===== config.mk =====
export PLATFORM = sky130hd
export DESIGN_NAME = spi_slave_framer_flat
export DESIGN_NICKNAME = d
export VERILOG_FILES = /design/src/rtl/spi_slave_framer_if.sv /design/src/rtl/spi_slave_framer.sv /design/src/flat_wrapper.sv
export SDC_FILE = /design/constraint.sdc
export NUM_CORES = 1
export LEC_CHECK = 0
export ABC_AREA = 1
export CORE_MARGIN = 4
export CORE_UTILIZATION = 49
export DETAILED_ROUTE_END_ITERATION = 10
export PLACE_DENSITY = 0.76
export SLEW_MARGIN = 20
export SYNTH_ARGS = -nofsm -noshare
export SYNTH_HDL_FRONTEND = slang
export SYNTH_SLANG_ARGS = --single-unit

===== constraint.sdc =====
create_clock -name clk -period 1.45 [get_ports clk]
set_input_delay 0.29 -clock clk [delete_from_list [all_inputs] [get_ports clk]]
set_output_delay 0.29 -clock clk [all_outputs]
set_load 0.03 [all_outputs]

===== src/rtl/spi_slave_framer_if.sv =====
// Buffer-side bus of the SPI framer: receive-buffer write strobe/data and
// transmit-buffer advance strobe/current word.
interface spi_slave_framer_if #(
    parameter int DATA_WIDTH = 32
) ();
    logic                  rx_action;
    logic [DATA_WIDTH-1:0] rx_data;
    logic                  tx_action;
    logic [DATA_WIDTH-1:0] tx_data;

    // master: the framer; slave: the attached word buffers
    modport master (
        output rx_action,
        output rx_data,
        output tx_action,
        input  tx_data
    );

    modport slave (
        input  rx_action,
        input  rx_data,
        input  tx_action,
        output tx_data
    );
endinterface


===== src/rtl/spi_slave_framer.sv =====
// SPI mode-0 slave framer: oversamples sclk/mosi/cs_n in the clk domain,
// assembles MSB-first words and serialises the transmit buffer onto miso.
module spi_slave_framer #(
    parameter int DATA_WIDTH  = 32,
    parameter int SYNC_STAGES = 2,
    parameter int CNT_WIDTH   = 8
) (
    input  logic                 clk,
    input  logic                 rst,
    input  logic                 sclk,
    input  logic                 mosi,
    input  logic                 cs_n,
    output logic                 miso,
    output logic                 spi_active,
    output logic [CNT_WIDTH-1:0] words_received,
    output logic                 frame_err,
    spi_slave_framer_if.master   buf_if
);
    localparam int BW = $clog2(DATA_WIDTH);
    localparam logic [BW-1:0] LAST_BIT = BW'(DATA_WIDTH - 1);

    typedef enum logic [1:0] {IDLE, LOAD, SHIFT, DONE} state_t;

    state_t                  state_reg;
    logic [SYNC_STAGES-1:0][2:0] sync_reg;
    logic                    sclk_d_reg;
    logic                    cs_d_reg;
    logic [BW-1:0]           bit_cnt_reg;
    logic                    word_seen_reg;
    logic [DATA_WIDTH-2:0]   rx_shift_reg;
    logic [DATA_WIDTH-2:0]   tx_shift_reg;
    logic [DATA_WIDTH-1:0]   rx_data_reg;
    logic                    rx_action_reg;
    logic                    tx_action_reg;
    logic                    miso_reg;
    logic                    spi_active_reg;
    logic                    frame_err_reg;
    logic [CNT_WIDTH-1:0]    words_reg;

    logic          s_sclk, s_mosi, s_cs;
    logic          sclk_rise, sclk_fall, cs_rise, cs_fall;
    logic          word_last;
    logic [BW-1:0] bit_cnt_next;

    // Sync flops reset to 0 so a cs_n held low across reset never looks like a
    // falling edge; the master must deassert and reassert it to start a frame.
    always_ff @(posedge clk or negedge rst) begin
        if (!rst) begin
            sync_reg   <= '0;
            sclk_d_reg <= 1'b0;
            cs_d_reg   <= 1'b0;
        end else begin
            sync_reg   <= {sync_reg[SYNC_STAGES-2:0], sclk, mosi, cs_n};
            sclk_d_reg <= s_sclk;
            cs_d_reg   <= s_cs;
        end
    end

    assign s_sclk = sync_reg[SYNC_STAGES-1][2];
    assign s_mosi = sync_reg[SYNC_STAGES-1][1];
    assign s_cs   = sync_reg[SYNC_STAGES-1][0];

    assign sclk_rise = s_sclk & ~sclk_d_reg;
    assign sclk_fall = ~s_sclk & sclk_d_reg;
    assign cs_rise   = s_cs & ~cs_d_reg;
    assign cs_fall   = ~s_cs & cs_d_reg;

    assign word_last    = (bit_cnt_reg == LAST_BIT);
    // Counter value after this cycle's sclk edge, so a cs_n rise coinciding
    // with a completing edge sees the wrapped count and raises no frame_err.
    assign bit_cnt_next = sclk_rise ? (word_last ? '0 : bit_cnt_reg + BW'(1)) : bit_cnt_reg;

    always_ff @(posedge clk or negedge rst) begin
        if (!rst) begin
            state_reg      <= IDLE;
            bit_cnt_reg    <= '0;
            word_seen_reg  <= 1'b0;
            rx_shift_reg   <= '0;
            tx_shift_reg   <= '0;
            rx_data_reg    <= '0;
            rx_action_reg  <= 1'b0;
            tx_action_reg  <= 1'b0;
            miso_reg       <= 1'b0;
            spi_active_reg <= 1'b0;
            frame_err_reg  <= 1'b0;
            words_reg      <= '0;
        end else begin
            rx_action_reg <= 1'b0;
            tx_action_reg <= 1'b0;
            frame_err_reg <= 1'b0;
            case (state_reg)
                IDLE: begin
                    spi_active_reg <= 1'b0;
                    miso_reg       <= 1'b0;
                    if (cs_fall)
                        state_reg <= LOAD;
                end
                LOAD: begin
                    tx_shift_reg   <= buf_if.tx_data[DATA_WIDTH-2:0];
                    miso_reg       <= buf_if.tx_data[DATA_WIDTH-1];
                    bit_cnt_reg    <= '0;
                    word_seen_reg  <= 1'b0;
                    words_reg      <= '0;
                    spi_active_reg <= 1'b1;
                    state_reg      <= SHIFT;
                end
                SHIFT: begin
                    if (sclk_rise) begin
                        rx_shift_reg <= {rx_shift_reg[DATA_WIDTH-3:0], s_mosi};
                        bit_cnt_reg  <= bit_cnt_next;
                        if (word_last) begin
                            rx_data_reg   <= {rx_shift_reg, s_mosi};
                            rx_action_reg <= 1'b1;
                            tx_action_reg <= 1'b1;
                            word_seen_reg <= 1'b1;
                            if (words_reg != '1)
                                words_reg <= words_reg + CNT_WIDTH'(1);
                        end
                    end else if (sclk_fall) begin
                        // The buffer has advanced by now, so tx_data is the next word.
                        if (bit_cnt_reg == '0 && word_seen_reg) begin
                            tx_shift_reg <= buf_if.tx_data[DATA_WIDTH-2:0];
                            miso_reg     <= buf_if.tx_data[DATA_WIDTH-1];
                        end else begin
                            tx_shift_reg <= {tx_shift_reg[DATA_WIDTH-3:0], 1'b0};
                            miso_reg     <= tx_shift_reg[DATA_WIDTH-2];
                        end
                    end
                    if (cs_rise) begin
                        state_reg      <= DONE;
                        spi_active_reg <= 1'b0;
                        miso_reg       <= 1'b0;
                        if (bit_cnt_next != '0)
                            frame_err_reg <= 1'b1;
                    end
                end
                DONE: begin
                    spi_active_reg <= 1'b0;
                    miso_reg       <= 1'b0;
                    state_reg      <= IDLE;
                end
                default: state_reg <= IDLE;
            endcase
        end
    end

    assign miso             = miso_reg;
    assign spi_active       = spi_active_reg;
    assign words_received   = words_reg;
    assign frame_err        = frame_err_reg;
    assign buf_if.rx_action = rx_action_reg;
    assign buf_if.rx_data   = rx_data_reg;
    assign buf_if.tx_action = tx_action_reg;
endmodule


===== src/flat_wrapper.sv =====
// flat-port wrapper written by rule: the top's interface ports become plain ports
module spi_slave_framer_flat 
#(
    parameter int DATA_WIDTH  = 32,
    parameter int SYNC_STAGES = 2,
    parameter int CNT_WIDTH   = 8
)
  (clk, rst, sclk, mosi, cs_n, miso, spi_active, words_received, frame_err, buf_if_rx_action, buf_if_rx_data, buf_if_tx_action, buf_if_tx_data);
  spi_slave_framer_if #(.DATA_WIDTH(DATA_WIDTH)) buf_if_i ();
  input  logic clk;
  input  logic rst;
  input  logic sclk;
  input  logic mosi;
  input  logic cs_n;
  output logic miso;
  output logic spi_active;
  output logic [CNT_WIDTH-1:0] words_received;
  output logic frame_err;
  output wire logic [$bits(buf_if_i.rx_action)-1:0] buf_if_rx_action;
  output wire logic [$bits(buf_if_i.rx_data)-1:0] buf_if_rx_data;
  output wire logic [$bits(buf_if_i.tx_action)-1:0] buf_if_tx_action;
  input wire logic [$bits(buf_if_i.tx_data)-1:0] buf_if_tx_data;
  assign buf_if_rx_action = buf_if_i.rx_action;
  assign buf_if_rx_data = buf_if_i.rx_data;
  assign buf_if_tx_action = buf_if_i.tx_action;
  assign buf_if_i.tx_data = buf_if_tx_data;
  spi_slave_framer #(.DATA_WIDTH(DATA_WIDTH), .SYNC_STAGES(SYNC_STAGES), .CNT_WIDTH(CNT_WIDTH)) u_core (.clk(clk), .rst(rst), .sclk(sclk), .mosi(mosi), .cs_n(cs_n), .miso(miso), .spi_active(spi_active), .words_received(words_received), .frame_err(frame_err), .buf_if(buf_if_i));
endmodule

=== Yosys cells after proc, flatten, opt, wreduce, memory -nomap -nowiden ===
Index checks and enable logic that the tools add are counted.

* Bits in registers: 122
* Input bits: 37
* Output and inout port bits: 45
* Logic and storage cells: 84

* $add $sub $neg: 2
* Equal/unequal tests: 14
* Muxes and demuxes: 31
* Bitwise gates (word level): 8
* Reduce and logical (&&, ||, !) cells: 14

{| class="wikitable"
|+ Operators with widths
! cell !! count
|-
| $mux 31 || 3
|-
| $pmux 31 s2 || 1
|-
| $mux 8 || 3
|-
| $pmux 8 s2 || 1
|-
| $mux 5 || 3
|-
| $mux 1 || 13
|-
| $ne 2x1->1 const B || 6
|-
| $pmux 5 s2 || 1
|-
| $reduce_and 3->1 || 3
|-
| $add 8x1->8 const B || 1
|-
| $ne 8x8->1 const B || 1
|-
| $pmux 2 s4 || 1
|-
| $reduce_and 2->1 || 4
|-
| $pmux 1 s3 || 2
|-
| $add 5x1->5 const B || 1
|-
| $eq 5x5->1 const B || 1
|-
| $logic_not 5->1 || 1
|-
| $reduce_bool 5->1 || 1
|-
| $and 1x1->1 || 4
|-
| $eq 2x2->1 const B || 2
|-
| $mux 2 || 2
|-
| $not 1->1 || 4
|-
| $reduce_and 4->1 || 1
|-
| $ne 3x1->1 const B || 1
|-
| 8 further kinds || 8
|}

=== Longest topological paths before layout ===
Gate-level depths: netlist of the first run.

* Depth after elaboration: 7
* Mapped depth: 11

=== Worst setup path before layout of the first run ===
OpenSTA, ideal clock, no wires.

* Path kind: register -> register
* From: register u_core.bit_cnt_reg[0]
* To: register u_core.rx_data_reg[10], in the netlist u_core.buf_if.rx_data[10]
* Setup time: 0.121 ns
* Arrival time: 1.498 ns
* Required time: 1.329 ns
* Slack: -0.169 ns
* Stages on the path, launching flop included: 11
* Period minus slack after synthesis: 1.619 ns
* Cell sequence: dfrtp_1 ha_1 nand2_1 nor2_1 ha_1 nand2_2 nor2_4 inv_2 buf_2 nand2_1 o21ai_1

* Word-level cells in the longest chain between the ends: 2

{| class="wikitable"
|+ Ends and longest elaborated chain
! element !! RTL line !! source
|-
| start: declaration || spi_slave_framer.sv:28 || <nowiki>logic [BW-1:0] bit_cnt_reg;</nowiki>
|-
| start signal: assignment || spi_slave_framer.sv:110 || <nowiki>bit_cnt_reg <= bit_cnt_next;</nowiki>
|-
| $eq 5x5->1 || spi_slave_framer.sv:68 || <nowiki>assign word_last = (bit_cnt_reg == LAST_BIT);</nowiki>
|-
| $reduce_and 3->1 (no line) || n/a ||
|-
| end signal: assignment || spi_slave_framer.sv:112 || <nowiki>rx_data_reg <= {rx_shift_reg, s_mosi};</nowiki>
|-
| end: declaration || spi_slave_framer.sv:32 || <nowiki>logic [DATA_WIDTH-1:0] rx_data_reg;</nowiki>
|}

No other way between the ends.
A chain may end at the register's enable or synchronous reset.

=== Worst setup path in the final report of the first run ===
* From: register u_core.bit_cnt_reg[1]
* To: register u_core.frame_err_reg, in the netlist u_core.frame_err

* Word-level cells in the longest chain between the ends: 7
* Elaborated cells on any way between the ends: 8
* Those cells by class: 1 x add/sub; 1 x eq/ne; 5 x mux; 1 x reduce/logical

{| class="wikitable"
|+ Ends and longest elaborated chain
! element !! RTL line !! source
|-
| $add 5x1->5 / $eq 5x5->1 (equally long branches) || spi_slave_framer.sv:71, spi_slave_framer.sv:68 ||
|-
| $mux 5 || spi_slave_framer.sv:71 || <nowiki>assign bit_cnt_next = sclk_rise ? (word_last ? '0 : bit_cnt_reg + BW'(1)) : bit_cnt_reg;</nowiki>
|-
| $mux 5 (*) || spi_slave_framer.sv:71 ||
|-
| $reduce_bool 5->1 (*) || spi_slave_framer.sv:133 || <nowiki>if (bit_cnt_next != '0)</nowiki>
|-
| $mux 1 (*) || spi_slave_framer.sv:133 ||
|-
| $mux 1 (*) || spi_slave_framer.sv:129 || <nowiki>if (cs_rise) begin</nowiki>
|-
| $mux 1 (*) || spi_slave_framer.sv:91 || <nowiki>case (state_reg)</nowiki>
|-
| end signal: assignment || spi_slave_framer.sv:85 || <nowiki>frame_err_reg <= 1'b0;</nowiki>
|-
| end signal: assignment || spi_slave_framer.sv:90 || <nowiki>frame_err_reg <= 1'b0;</nowiki>
|-
| end signal: assignment || spi_slave_framer.sv:134 || <nowiki>frame_err_reg <= 1'b1;</nowiki>
|-
| end: declaration || spi_slave_framer.sv:37 || <nowiki>logic frame_err_reg;</nowiki>
|}

Every way passes the cells marked *; elsewhere a longest branch is shown, timed or not.

==> flow_metrics.env, run 1 <==
export IMPL_die_width_um=114
export IMPL_ys_seq_elements=122
export IMPL_setup_ws_ns=-0.252
export IMPL_p_leak_nw=4.30
export IMPL_synth_area_top_cells="dfrtp_1 (56%), nand2_1 (10%), inv_1 (7.8%)"
export IMPL_routed_wl_mm=17.3
export IMPL_synth_top_area_share_pct=55.8
export IMPL_place_area_mm2=0.00668
export IMPL_cp_max_fo=2
export IMPL_avgSynthCellArea_um2=8.43
export IMPL_grt_busiest_layer="met2"
export IMPL_numPortBuffers=81
export IMPL_antenna_found_initial=0
export IMPL_wl_per_cell_um=18.1
export IMPL_nNetsFinal=848
export IMPL_syn_area_mm2=0.00547
export IMPL_ff2ff_path_depth=10
export IMPL_r2r_start="u_core.bit_cnt_reg[1]$_DFFE_PN0P_"
export IMPL_final_cell_mix="dfrtp_1 (117), inv_1 (105), nand2_1 (82)"
export IMPL_chipHeight_um=114
export IMPL_cts_sinks=122
export IMPL_ir_drop_uv=1250
export IMPL_grt_pass1_vias=4463
export IMPL_slew_violations=0
export IMPL_drive_gt1_share_pct=42.1
export IMPL_met1_usage_pct=26.1
export IMPL_fin_area_mm2=0.00867
export IMPL_vias=5174
export IMPL_grt_max_degree=81
export IMPL_synthCells=649
export IMPL_cts_root_buf="clkbuf_8"
export IMPL_drt_vias_per_instance=5.42
export IMPL_hpwl_mm=7.80
export IMPL_area_growth_pct=58.4
export IMPL_htreeDepth=4
export IMPL_final_common_cell="dfrtp_1"
export IMPL_cap_violations=0
export IMPL_min_path_type="input port to flop"
export IMPL_met3_usage_pct=6.05
export IMPL_power_density_mw_per_mm2=1860
export IMPL_status="finished with violations"
export IMPL_rsz0062_at_grt="yes"
export IMPL_hold_viol_final=0
export IMPL_crit_path_end_kind="flop"
export IMPL_dieArea_mm2=0.0129
export IMPL_hold_path_depth=1
export IMPL_place_gp_congestion=0.961
export IMPL_synth_largest_area_cell="dfrtp_1"
export IMPL_slew_headroom_pct=63.2
export IMPL_grt_overflow=0
export IMPL_cp_required_ns=1.86
export IMPL_first_pass_iters=8
export IMPL_num_rows=38
export IMPL_ys_seq_area_share_pct=55.8
export IMPL_ys_warn_count=0
export IMPL_antenna_cells=0
export IMPL_clk_pin_slew_ns=0.06
export IMPL_drc=0
export IMPL_ant_nets=0
export IMPL_ios=82
export IMPL_globalRouteTotalUtil_pct=20.2
export IMPL_post_route_period_util_pct=117
export IMPL_fmax_mhz=587
export IMPL_worstPathArrival_ns=2.12
export IMPL_use_met2_pct=32.4
export IMPL_grt_pass1_wl_mm=21.0
export IMPL_cp_startpoint="u_core.bit_cnt_reg[1]$_DFFE_PN0P_"
export IMPL_synth_cell_types=24
export IMPL_violations="setup timing"
export IMPL_critPathLaunchType="flop"
export IMPL_synth_nets=694
export IMPL_drt_iter0_drc=363
export IMPL_core_area_mm2=0.0109
export IMPL_clk_path_buf_depth=2
export IMPL_clock_skew_ns=0.0131
export IMPL_min_delay_start="sclk"
export IMPL_fillers=618
export IMPL_tritoncts="built"
export IMPL_finalSetupViolCount=114
export IMPL_fin_hold_ws_ns=0.217
export IMPL_clk_latency_ns=0.52
export IMPL_worstMarginPinSlew_ns=0.553
export IMPL_largest_reg_flops=32
export IMPL_initial_core_util_pct=50.3
export IMPL_period_minus_slack_ns=1.70
export IMPL_cts_made_buffers=17
export IMPL_path_class="flop to flop"
## critical path: stages, from the launching register on
cell     delay [ns]
dfrtp_1        0.38
ha_2           0.22
nand2_4        0.06
nor2_4         0.12
ha_4           0.21
nand3_2        0.07
nand2_2        0.07
nor2_2         0.17
nand3_4        0.11
nor2_4         0.13
nor2_2         0.05
## power by group
group	internal, W	switching [W]	total (W)	leakage, nW
clock	0.00286	0.00147	0.00433	0.298
sequential	0.00408	0.000307	0.00438	1.61
combinational	0.00327	0.00414	0.00741	2.39
## path summary, 6_finish.rpt
path / end / slack [ns]
worst max register to register: u_core.frame_err$_DFF_PN0_ / -0.25
worst max-delay path: u_core.frame_err$_DFF_PN0_ / -0.25
max in group asynchronous: u_core.words_received[5]$_DFFE_PN0P_ / 0.64
worst min-delay path: u_core.sync_reg[2]$_DFF_PN0_ / 0.22
min in group asynchronous: u_core.s_cs$_DFF_PN0_ / 0.34
worst min register to register: u_core.s_cs$_DFF_PN0_ / 0.34
## final cells by class
cell class / instances / area, um^2 / area share (%)
clock buffer: 22 / 453 / 5.23
inverter: 117 / 454 / 5.24
sequential: 122 / 3060 / 35.3
timing repair buffer: 165 / 1750 / 20.2
clock inverter: 9 / 145 / 1.67
tap: 140 / 175 / 2.02
multi-input combinational: 380 / 2630 / 30.3
## layer usage
metal  part of all wire (%)  wire length, um
met5                      0                0
met4                    4.0              685
met3                    6.8             1170
met2                     52             8960
met1                     37             6450
## metrics by stage
| step | std cells | total power (W) | util [%] | setup TNS [ns] | worst slack [ns] |
|---|---|---|---|---|---|
| final | 955 | 0.0161 | 79.6 | -17.07 | -0.252 |
| after global routing | 955 | 0.0168 | 79.6 | -23.72 | -0.343 |
| after CTS | 917 | 0.0125 | 67.3 | -11.75 | -0.213 |
| after detailed placement | 879 | 0.00796 | 61.4 | -14.41 | -0.243 |
| after global placement | 879 | 0.00779 | 61.4 | -9.31 | -0.170 |
| after floorplan | 649 | 0.00677 | - | -4.27 | -0.131 |
## Yosys cell counts (all sizes together)
master / number
a21boi: 1
a21oi: 3
buf: 26
clkbuf: 5
dfrtp: 122
ha: 8
inv: 117
nand2: 154
nand3: 78
nand3b: 3
nand4: 3
nor2: 18
o21a: 2
o21ai: 106
o21bai: 1
o22ai: 2
## cells by family (layout without fill, tap and decap cells)
logic type	after synthesis	in the layout	share of synthesized area, %
buffers and inverters	148	313	11.3
adder cells (fa/ha/maj)	8	8	1.83
AO/OA/AOI/OAI	115	115	11.0
AND/OR/NAND/NOR	256	257	20.1
flip-flops	122	122	55.8
## timing repair
item | 4_1_cts | 5_1_grt
hold buffers | 1 | 0
buffers inserted | 8 | 23
endpoints found under the hold margin | 122 | 0
setup endpoints to repair | 157 | 115
gates cloned | 2 | 21
resized for setup | 273 | 270
pin swaps | 18 | 38
Power figures use the tool's default switching activity.
==> inputs of run 2 (changes only) <==
Settings changed: CORE_UTILIZATION 49 to 45, PLACE_DENSITY 0.76 to 0.71, SLEW_MARGIN 20 to 30.
==> run 2 against run 1 <==
Against the previous run: the run still ends with setup timing left; power grew 2.9%; maximum frequency down 0.58%; count of clock-buffer cells in the layout up 4; highest routed layer unchanged; largest cell class unchanged; largest power group unchanged; sequential share of layout area shrank 2.5 points; core utilization down 1.8 points; worst setup slack got worse by 0.0099 ns; non-clock buffer count increased by 18; final cell count rose by 2.8%.
==> flow_metrics.env, run 2 (synthesis gave the netlist of run 1 again) <==
export IMPL_dieArea_mm2=0.0140
export IMPL_fin_hold_ws_ns=0.265
export IMPL_slew_violations=0
export IMPL_fmax_mhz=584
export IMPL_grt_pass1_wl_mm=24.9
export IMPL_final_common_cell="dfrtp_1"
export IMPL_cts_sinks=122
export IMPL_cts_root_buf="clkbuf_16"
export IMPL_cts_made_buffers=17
export IMPL_globalRouteTotalUtil_pct=22.0
export IMPL_worstPathArrival_ns=2.02
export IMPL_path_class="flop to flop"
export IMPL_wl_per_cell_um=18.7
export IMPL_cp_max_fo=7
export IMPL_p_leak_nw=4.41
export IMPL_routed_wl_mm=18.3
export IMPL_critPathLaunchType="flop"
export IMPL_drt_iter0_drc=383
export IMPL_grt_overflow=0
export IMPL_place_gp_congestion=0.900
export IMPL_antenna_cells=0
export IMPL_first_pass_iters=5
export IMPL_largest_reg_flops=32
export IMPL_critPathMaxStageDelay_ns=0.38
export IMPL_initial_core_util_pct=45.7
export IMPL_path_cells="ha_2 > nand2_4 > nor2_4 > ha_4 > nand2_4 > nor2_4 > buf_12 > inv_12 > clkbuf_16 > nand2_1 > o21ai_1"
export IMPL_grt_max_degree=58
export IMPL_numPortBuffers=81
export IMPL_tritoncts="built"
export IMPL_nNetsFinal=867
export IMPL_clk_path_buf_depth=2
export IMPL_violations="setup timing"
export IMPL_rsz0062_at_grt="yes"
export IMPL_hold_viol_final=0
export IMPL_finalSetupViolCount=109
export IMPL_seq_area_mm2=0.00306
export IMPL_min_path_type="input port to asynchronous set/reset pin"
export IMPL_cp_required_ns=1.76
export IMPL_cap_violations=0
export IMPL_multi_input_area_mm2=0.00283
export IMPL_drc=0
export IMPL_slew_headroom_pct=78.8
export IMPL_drt_vias_per_instance=5.33
export IMPL_worstMarginPinSlew_ns=0.316
export IMPL_antenna_found_initial=0
export IMPL_ios=82
export IMPL_setup_ws_ns=-0.262
export IMPL_final_cell_mix="dfrtp_1 (120), inv_1 (104), nand2_1 (84)"
export IMPL_final_core_util_pct=77.8
export IMPL_crit_family="simple AND/OR/NAND/NOR gates"
export IMPL_area_growth_pct=70.1
export IMPL_clock_skew_ns=0.00958
export IMPL_post_route_period_util_pct=118
export IMPL_crit_path_end_kind="flop"
export IMPL_chipHeight_um=118
export IMPL_htreeDepth=4
export IMPL_ir_drop_uv=857
export IMPL_vias=5231
export IMPL_grt_pass1_vias=5229
export IMPL_slowest_stage="dfrtp_1"
export IMPL_clk_latency_ns=0.43
export IMPL_ant_nets=0
export IMPL_status="finished with violations"
export IMPL_clk_pin_slew_ns=0.06
export IMPL_period_minus_slack_ns=1.71
export IMPL_hpwl_mm=8.07
export IMPL_die_width_um=118
export IMPL_fillers=689
export IMPL_core_area_mm2=0.0120
export IMPL_cp_buffers_inverters=3
export IMPL_num_rows=40
export IMPL_drive_gt1_share_pct=46.2
export IMPL_power_density_mw_per_mm2=1780
run 2: repair_timing:
action / in CTS / in global routing
gates resized for setup: 286 / 222
endpoints found under the setup margin: 152 / 126
gates cloned: 13 / 12
buffers inserted: 24 / 16
endpoints found under the hold margin: 48 / 0
hold buffers: 1 / 0
pin swaps: 38 / 27
run 2: cell type report:
cell class	instances	share of cell area (%)
sequential	122	32.8
multi-input combinational	380	30.4
timing repair buffer	183	23.0
clock buffer	26	5.69
inverter	117	5.07
tap	147	1.98
clock inverter	6	0.887
timing repair inverter	1	0.0941
run 2: metal layers:
layer | vias up | routed length [um] | GRT usage (%)
met5 | - | 0 | 0
met4 | 0 | 656 | 9.08
met3 | 53 | 927 | 6.27
met2 | 185 | 9630 | 37.2
met1 | 2598 | 7110 | 26.4
li1 | 2395 | - | -
run 2: worst paths after layout:
path                                              startpoint                              endpoint  slack [ns]  cells past startpoint
max in group asynchronous                                rst  u_core.buf_if.rx_data[7]$_DFFE_PN0P_        0.64                      3
hold reg to reg                 u_core.sync_reg[0]$_DFF_PN0_                 u_core.s_cs$_DFF_PN0_        0.35                      0
hold / removal                                           rst  u_core.words_received[7]$_DFFE_PN0P_        0.26                      2
setup / recovery           u_core.bit_cnt_reg[0]$_DFFE_PN0P_  u_core.buf_if.rx_data[1]$_DFFE_PN0P_       -0.26                     11
setup reg to reg           u_core.bit_cnt_reg[0]$_DFFE_PN0P_  u_core.buf_if.rx_data[1]$_DFFE_PN0P_       -0.26                     11
min in group clk                                        sclk          u_core.sync_reg[2]$_DFF_PN0_        0.29                      1
run 2: power breakdown:
group,internal (W),leakage (nW),total [W],switching (W)
logic,0.00341,2.50,0.00783,0.00441
clock network,0.00284,0.302,0.00437,0.00153
registers,0.00408,1.61,0.00438,0.000307
total,0.0103,4.41,0.0166,0.00625
run 2: metrics by stage:
step	cell area, um^2	setup TNS (ns)	power [W]	std cells	worst slack [ns]
final	9310	-18.28	0.0166	982	-0.262
after global routing	9310	-25.90	0.0173	982	-0.353
after CTS	8370	-10.59	0.0147	960	-0.203
after detailed placement	6750	-14.67	0.00820	894	-0.281
after global placement	6750	-10.59	0.00806	894	-0.200
after floorplan	5490	-4.27	0.00677	649	-0.131
==> inputs of run 3 (changes only) <==
Settings changed: CORE_MARGIN 4 to 2.
==> run 3 against run 2 <==
Against the previous run: the flow still finishes with violations (setup timing); final cell count down 2.7%; count of clock-buffer cells in the layout down 6; critical path type unchanged; largest cell class unchanged; power down 7.3%; critical path depth down 1; core utilization down 7.2 points; flip-flop and latch count unchanged; sequential power down 0.9%.
==> flow_metrics.env, run 3 (synthesis gave the netlist of run 1 again) <==
export IMPL_hpwl_mm=7.84
export IMPL_cp_required_ns=1.75
export IMPL_final_core_util_pct=70.6
export IMPL_violations="setup timing"
export IMPL_num_rows=40
export IMPL_drt_iter0_drc=300
export IMPL_hold_viol_final=0
export IMPL_tritoncts="built"
export IMPL_clk_pin_slew_ns=0.06
export IMPL_place_gp_congestion=0.907
export IMPL_core_area_mm2=0.0120
export IMPL_min_path_type="input port to asynchronous set/reset pin"
export IMPL_slowest_stage="dfrtp_1"
export IMPL_ant_nets=0
export IMPL_cap_violations=0
export IMPL_grt_pass1_wl_mm=21.0
export IMPL_slew_violations=0
export IMPL_vias=4887
export IMPL_chipHeight_um=114
export IMPL_grt_overflow=0
export IMPL_seq_area_mm2=0.00306
export IMPL_htreeDepth=4
export IMPL_path_class="flop to flop"
export IMPL_rsz0062_at_grt="yes"
export IMPL_numPortBuffers=81
export IMPL_die_width_um=114
export IMPL_cts_made_buffers=17
export IMPL_final_cell_mix="dfrtp_1 (119), inv_1 (106), nand2_1 (103)"
export IMPL_clock_skew_ns=0.00818
export IMPL_total_power_w=0.0154
export IMPL_drive_gt1_share_pct=36.0
export IMPL_critPathMaxStageDelay_ns=0.37
export IMPL_wl_per_cell_um=15.6
export IMPL_finalSetupViolCount=89
export IMPL_power_density_mw_per_mm2=1820
export IMPL_routed_wl_mm=14.9
export IMPL_cts_root_buf="clkbuf_16"
export IMPL_clk_latency_ns=0.41
export IMPL_drc=0
export IMPL_cpMostUsedCell="nor2_4"
export IMPL_dieArea_mm2=0.0131
export IMPL_setup_ws_ns=-0.203
export IMPL_critPathLaunchType="flop"
export IMPL_first_pass_iters=4
export IMPL_antenna_cells=0
export IMPL_p_leak_nw=4.09
export IMPL_largest_reg_flops=32
export IMPL_globalRouteTotalUtil_pct=20.3
export IMPL_path_cells="ha_2 > nand2_2 > nor2_4 > ha_4 > nand2_4 > nor2_4 > inv_6 > buf_12 > nand2_1 > o21ai_1"
export IMPL_fmax_mhz=605
export IMPL_worstMarginPinSlew_ns=0.300
export IMPL_cp_startpoint="u_core.bit_cnt_reg[1]$_DFFE_PN0P_"
export IMPL_slew_headroom_pct=80.1
export IMPL_crit_path_end_kind="flop"
export IMPL_multi_input_area_mm2=0.00243
export IMPL_cp_buffers_inverters=2
export IMPL_worstPathArrival_ns=1.95
export IMPL_fillers=827
export IMPL_period_minus_slack_ns=1.65
export IMPL_clk_path_buf_depth=2
export IMPL_status="finished with violations"
export IMPL_area_growth_pct=54.3
export IMPL_place_ws_ns=-0.192
export IMPL_cts_sinks=122
export IMPL_nNetsFinal=843
export IMPL_ir_drop_uv=1270
export IMPL_post_route_period_util_pct=114
export IMPL_ios=82
export IMPL_grt_max_degree=48
export IMPL_final_common_cell="dfrtp_1"
export IMPL_drt_vias_per_instance=5.12
export IMPL_grt_pass1_vias=4572
export IMPL_cp_max_fo=23
export IMPL_fin_hold_ws_ns=0.255
export IMPL_r2r_start="u_core.bit_cnt_reg[1]$_DFFE_PN0P_"
export IMPL_initial_core_util_pct=45.7
export IMPL_crit_family="simple AND/OR/NAND/NOR gates"
export IMPL_antenna_found_initial=0
## run 3: cell types whose count changed in the layout (fill, tap and decap cells not counted), sizes merged
cell	delta
clkinvlp	-1
clkinv	+1
bufinv	+1
inv	+1
clkdlybuf4s15	-7
nand2	-1
buf	-23
clkbuf	+2
## run 3: worst paths after layout
path	depth (start not counted)	slack, ns	end
setup / recovery	10	-0.20	u_core.buf_if.rx_data[2]$_DFFE_PN0P_
hold / removal	2	0.26	u_core.words_received[2]$_DFFE_PN0P_
setup reg to reg	10	-0.20	u_core.buf_if.rx_data[2]$_DFFE_PN0P_
hold reg to reg	0	0.36	u_core.s_mosi$_DFF_PN0_
max in group asynchronous	3	0.73	u_core.s_sclk$_DFF_PN0_
min in group clk	1	0.33	u_core.sync_reg[1]$_DFF_PN0_
## run 3: timing repair
item	CTS	global route
endpoints found under the setup margin	156	140
endpoints found under the hold margin	122	0
pin swaps	11	12
gates resized for setup	135	250
hold buffers	1	0
gates cloned	5	9
buffers inserted	7	17
## run 3: where the power goes
group / internal (W) / leakage, nW / switching, W / total [W]
combinational: 0.00310 / 2.19 / 0.00377 / 0.00687
clock: 0.00270 / 0.286 / 0.00146 / 0.00416
sequential: 0.00408 / 1.61 / 0.000262 / 0.00434
## run 3: final cells by class
type / instances / area share [%]
sequential: 122 / 36.2
multi-input combinational: 379 / 28.7
timing repair buffer: 161 / 20.7
inverter: 117 / 5.38
clock buffer: 20 / 5.29
tap: 147 / 2.18
clock inverter: 9 / 1.47
## run 3: metrics by stage
step	cell area (um^2)	instances	TNS, ns
5_1_grt	8440	955	-16.50
2_1_floorplan	5490	649	-4.27
3_3_place_gp	6740	887	-6.02
4_1_cts	7590	929	-7.33
3_5_place_dp	6740	887	-10.23
6_report	8440	955	-10.43
## run 3: worst reg2reg max path, cell delays in order, from the launching register on
cell     delay (ns)
dfrtp_1        0.37
ha_2           0.20
nand2_2        0.07
nor2_4         0.14
ha_4           0.16
nand2_4        0.06
nor2_4         0.16
inv_6          0.09
buf_12         0.17
nand2_1        0.06
o21ai_1        0.07
## run 3: metal layers
| metal | vias up | wire [um] | GRT usage, % |
|---|---|---|---|
| met4 | 0 | 314 | 6.83 |
| met2 | 129 | 7840 | 33.6 |
| met5 | - | 0 | 0 |
| met3 | 32 | 787 | 6.56 |
| li1 | 2333 | - | - |
| met1 | 2393 | 5950 | 25.1 |
